### config.mk
export PLATFORM = sky130hd
export DESIGN_NAME = rotl_iter
export DESIGN_NICKNAME = d
export VERILOG_FILES = /design/src/rtl/rotl_pkg.sv /design/src/rtl/rotl_iter_stage.sv /design/src/rtl/rotl_iter.sv
export SDC_FILE = /design/constraint.sdc
export NUM_CORES = 1
export LEC_CHECK = 0
export ABC_AREA = 1
export ABC_CLOCK_PERIOD_IN_PS = 3500
export BUFFER_PORTS_ARGS = -buffer_cell sky130_fd_sc_hd__clkbuf_2
export CAP_MARGIN = 10
export CORE_MARGIN = 4
export CORE_UTILIZATION = 50
export DETAILED_ROUTE_END_ITERATION = 16
export GPL_TIMING_DRIVEN = 0
export PLACE_DENSITY_LB_ADDON = 0.3
export SLEW_MARGIN = 20
export SYNTH_ARGS = -nofsm -noshare
export SYNTH_HDL_FRONTEND = slang
export SYNTH_SLANG_ARGS = --single-unit
### constraint.sdc
create_clock -name clk -period 3.5 [get_ports clk]
set_clock_uncertainty 0.05 [all_clocks]
set_input_delay 0.7 -clock clk [delete_from_list [all_inputs] [get_ports clk]]
set_output_delay 0.7 -clock clk [all_outputs]
set_load 0.01 [all_outputs]
### src/rtl/rotl_pkg.sv
// rotl_pkg: shared types and helpers for the iterative left rotator.
//   state_t  - controller state encoding (IDLE, ROT, DONE)
//   rotl_by  - rotate a word of 'width' bits left by 'shift' positions;
//              the word is carried in a ROTL_MAX_W-bit container so one
//              function serves every instantiated data width N.
package rotl_pkg;

    typedef enum logic [1:0] {
        IDLE = 2'd0,
        ROT  = 2'd1,
        DONE = 2'd2
    } state_t;

    localparam int ROTL_MAX_W = 64;
    localparam int ROTL_IDX_W = $clog2(ROTL_MAX_W);

    // Bits at or above 'width' are ignored on input and returned as zero.
    function automatic logic [ROTL_MAX_W-1:0] rotl_by(
        input logic [ROTL_MAX_W-1:0] data,
        input int                    shift,
        input int                    width
    );
        logic [ROTL_MAX_W-1:0] r;
        logic [ROTL_IDX_W-1:0] dst;
        r   = '0;
        dst = '0;
        for (int i = 0; i < ROTL_MAX_W; i++) begin
            if (i < width) begin
                dst    = ROTL_IDX_W'((i + shift) % width);
                r[dst] = data[ROTL_IDX_W'(i)];
            end
        end
        return r;
    endfunction

endpackage

### src/rtl/rotl_iter_stage.sv
// rotl_stage: one fixed-distance stage of the rotator.
//   data_in  [N-1:0]  word entering the stage
//   enable            1 = rotate left by S, 0 = pass through
//   data_out [N-1:0]  stage result
module rotl_stage
    import rotl_pkg::*;
#(
    parameter int N = 8,
    parameter int S = 1
) (
    input  logic [N-1:0] data_in,
    input  logic         enable,
    output logic [N-1:0] data_out
);

    assign data_out = enable ? N'(rotl_by(ROTL_MAX_W'(data_in), S, N)) : data_in;

endmodule

### src/rtl/rotl_iter.sv
// rotl_iter: iterative left rotator, one amount bit per clock, MSB stage first.
// Undoes a right rotation on the return path: rotl(rotr(x,k),k) == x.
//   clk, rst_n                 clock, async active-low reset
//   in_valid/in_ready          request handshake (in_bits, in_amount)
//   out_valid/out_ready        result handshake (out_bits)
//   busy                       high while a request is in flight
//
// state | meaning
// IDLE  | waiting for a request, in_ready high
// ROT   | applying stage 'stage_q' (M-1 down to 0), one per clock
// DONE  | result on out_bits, out_valid high until out_ready
module rotl_iter
    import rotl_pkg::*;
#(
    parameter int N = 8,
    parameter int M = 3
) (
    input  logic         clk,
    input  logic         rst_n,
    input  logic         in_valid,
    output logic         in_ready,
    input  logic [N-1:0] in_bits,
    input  logic [M-1:0] in_amount,
    output logic         out_valid,
    input  logic         out_ready,
    output logic [N-1:0] out_bits,
    output logic         busy
);

    localparam int SW = (M > 1) ? $clog2(M) : 1;

    state_t        state_q, state_d;
    logic [N-1:0]  data_q;
    logic [M-1:0]  amount_q;
    logic [SW-1:0] stage_q;
    logic [N-1:0]  stage_out [M];
    logic [N-1:0]  rot_data;

    // Stage g rotates by 2**g when amount bit g is set.
    for (genvar g = 0; g < M; g++) begin : g_stage
        rotl_stage #(
            .N (N),
            .S (2**g)
        ) u_stage (
            .data_in  (data_q),
            .enable   (amount_q[g]),
            .data_out (stage_out[g])
        );
    end

    always_comb begin
        rot_data = data_q;
        for (int i = 0; i < M; i++) begin
            if (stage_q == SW'(i)) begin
                rot_data = stage_out[i];
            end
        end
    end

    always_ff @(posedge clk or negedge rst_n) begin
        if (!rst_n) begin
            state_q <= IDLE;
        end else begin
            state_q <= state_d;
        end
    end

    always_comb begin
        state_d = state_q;
        case (state_q)
            IDLE: if (in_valid)         state_d = ROT;
            ROT:  if (stage_q == '0)    state_d = DONE;
            DONE: if (out_ready)        state_d = IDLE;
            default:                    state_d = IDLE;
        endcase
    end

    always_ff @(posedge clk or negedge rst_n) begin
        if (!rst_n) begin
            data_q   <= '0;
            amount_q <= '0;
            stage_q  <= '0;
        end else begin
            case (state_q)
                IDLE: begin
                    if (in_valid) begin
                        data_q   <= in_bits;
                        amount_q <= in_amount;
                        stage_q  <= SW'(M - 1);
                    end
                end
                ROT: begin
                    data_q <= rot_data;
                    if (stage_q != '0) begin
                        stage_q <= stage_q - SW'(1);
                    end
                end
                default: ;
            endcase
        end
    end

    // Handshakes come from registered state only.
    assign in_ready  = (state_q == IDLE);
    assign out_valid = (state_q == DONE);
    assign busy      = (state_q != IDLE);
    assign out_bits  = data_q;

endmodule

==> metrics.md <==
| Metric | Value |
|---|---|
| Status | `complete, no violations` |
| Buf+Inv Stages, Crit Path | `2` |
| Slowest-stage cell, CP | `dfrtp_1` |
| Initial antenna violation count | `0` |
| VDD IR-drop max | `between 0.6 and 0.7 mV` |
| Drt pass-1 iters | `4` |
| PD cells | `1089 nW/µm²` |
| Yosys warns | `0` |
| Post-Synth Adder-Cell Area | `0.05051` |
| Mapped Cells | `roughly 150` |
| Dpl ws | `roughly 1.9 ns` |
| Clock power share | `0.078` |
| Worst path top cell family by delay | `flip-flops` |
| GR Util met3 | `0.03419` |
| P_int | `617.7 µW` |
| TritonCTS Buffers | `3` |
| Clock latency at the later pin of the worst-skew pair | `~0.28 ns` |
| Sink Count | `15` |
| Static leakage | `slightly below 0.0007 µW` |
| GPL Wtd Cong | `0.9119` |
| P&R area growth vs syn | `18.56%` |
| FF+latch count, synth | `15` |
| CP required | `2.75 ns` |
| Mux contribution to synthesized area | `0.01136` |
| Clock transition at path regs | `0.09 ns` |
| Routed vias | `roughly 990` |
| GR Util All Layers | `0.1795` |
| GRT Max-Usage Layer | `met2` |
| Grt met2 use | `0.3017` |
| Pin count of the biggest net entering global routing | `16` |
| DRC errors left | `0` |
| Main combinational cell family by area after synthesis | `simple AND/OR/NAND/NOR gates` |
| Rows | `15` |
| PortBufs | `25` |
| Reg power frac | `0.272` |
| Comb power frac | `0.650` |
| Clk root buf | `clkbuf_4` |
| Most common cell after layout, fill and taps aside | `nand2_1` |
| Final net count | `195` |
| Synth Net Count | `roughly 170` |
| M1 GR Usage | `0.2195` |
| Fin Setup TNS | `0 ns` |
| Vias per std cell | `4.960` |
| Worst Max-Slew Pin Slew | `around 0.4 ns` |
| Core ar. | `1802 µm²` |
| Final period util | `0.5263` |
| Placed cells | `196` |
| Final HPWL DP | `between 1500 and 2000 µm` |
| Chip width | `between 50 and 60 µm` |
| Die Area | `2758 µm²` |
| Critical Path Sink Type | `output port` |
| Path category of the worst min-delay check | `in -> async` |
| RSZ-0062 raised after global routing | `false` |
| Congestion Overflow GR | `0` |
| Post-route worst setup slack | `1.658 ns` |
| H-tree depth | `1` |
| Rel. slew slack | `0.7342` |
| Post-DR wirelength/cell | `around 11 µm` |
| Design area | `~1200 µm²` |
| Final std cells w/o fill | `200` |
| # resized after CTS | `0` |
| Antenna diodes | `0` |
| Post-synthesis average cell area | `6.787 µm²` |
| Dpl cell area | `1147 µm²` |
| Post-DRT Antenna Nets | `0` |
| Max clock buf depth | `2` |
| Switching Share | `0.5173` |
| Clock period minus worst slack | `approximately 1.8 ns` |
| Crit Path Category | `reg -> out` |
| Sw power | `about 660 µW` |
| Mapped cell area | `991.0 µm²` |
| Layout cells sized above 1 | `0.2229` |
| Synth Area in Simple Gates | `0.4482` |
| Max Clock Freq | `542.9 MHz` |
| Hold-fix buffers at CTS | `0` |
| Die H | `52.52 µm` |
| Cell breakdown of the critical path | `nor2_1 > inv_1 > clkbuf_2` |
| Startpoint Class | `flip-flop` |
| FILL cells | `approximately 170` |
| Arrival time worst endpoint | `1.09 ns` |
| Count of cell types in the netlist | `17` |
| Initial DRC count | `19` |
| # setup viols final | `0` |
| Slowest stage delay, CP | `about 0.42 ns` |
| Vias in the first global route | `854` |
| First-pass GRT wire length | `roughly 3700 µm` |
| Layout Utilization | `0.6521` |
| Commonest non-fill, non-tap cells in the layout | `nand2_1, clkbuf_2, nor2_1, nand3_1, dfrtp_1` |
| Post-synthesis xor/xnor area fraction | `0` |
| Max Slew Vio Count | `0` |
| CTS tree | `done` |
| Synth Area in Compound Gates | `0.04040` |
| Post-CTS Setup Inserts | `0` |
| Post-synthesis sequential area ratio | `0.3788` |
| Starting density of the core | `0.5500` |
| Wirelength, routed | `2254 µm` |
| Peak fanout along the critical path | `5` |
| Final-report hold violation count | `0` |
| Max-cap violations | `0` |
| I/O Pins | `26` |
registers in the layout, indices dropped and copies added (netlist names):
register and cells:
out_bits 8, amount_q 3, stage_q 2, state_q 2
power by group through the flow:
stage                     logic (µW)  registers (µW)  clock network (µW)
after CTS                        838             349                 105
after detailed placement         833             353                   0
after global placement           812             350                   0
after floorplan                  619             353                   0
after global routing             941             361                 114
final                            831             349                99.6
worst reg2reg max path: stages (launching register included):
cell and delay [ns]:
dfrtp_1 0.41, inv_1 0.12, ha_1 0.24, inv_1 0.13, nand2_1 0.08, nand3_1 0.10, nand2_4 0.16, nand2_4 0.10
nand2_1 0.08, nand2_1 0.05
Yosys cell counts, drive strengths merged:
cell type	n	area share
a21oi	4	0.024
buf	1	0.011
clkbuf	1	0.014
dfrtp	15	0.38
ha	4	0.051
inv	12	0.045
mux2	1	0.011
nand2	64	0.26
nand3	18	0.091
nor2	23	0.095
o21ai	2	0.010
o22ai	1	0.0063
through the flow:
| step | total power (µW) | hold WS (ns) |
|---|---|---|
| floorplan | 972.7 | 0.3544 |
| global placement | 1162 | 0.4523 |
| detailed placement | 1186 | 0.4596 |
| CTS | 1293 | 0.2649 |
| global route | 1417 | 0.2731 |
| finish | 1280 | 0.2696 |
routing by layer:
layer / part of all wire / routed length, µm
met3: 0.032 / 73
met5: 0 / 0
met1: 0.43 / 967
met4: 0.012 / 26
met2: 0.53 / 1187
final timing paths:
check	from	to	slack, ns	cells after the start
setup / recovery	state_q[0]	busy	1.66	3
hold / removal	rst_n	out_bits[6]	0.27	1
setup reg to reg	stage_q[1]	out_bits[5]	1.87	9
hold reg to reg	amount_q[0]	amount_q[0]	0.47	2
max in group asynchronous	rst_n	state_q[0]	2.85	1
min in group clk	amount_q[0]	amount_q[0]	0.47	2
logic make-up after synthesis:
family,count (synthesis)
AND/OR/NAND/NOR,105
flip-flops,15
multiplexers,1
buffers and inverters,14
adder cells (fa/ha/maj),4
AO/OA/AOI/OAI,7
area by class of cell:
class / count / area [µm²] / area share
plain buffers: 2 / 25.02 / 0.02130
clock inverters: 1 / 5.005 / 0.004260
inverters: 12 / 45.04 / 0.03834
multi-input cells: 117 / 545.5 / 0.4643
repair buffers: 25 / 125.1 / 0.1065
flip-flops and latches: 15 / 375.4 / 0.3195
clock buffers: 3 / 22.52 / 0.01917
well taps: 25 / 31.28 / 0.02662
No activity file was read; power rests on OpenSTA's default activity.
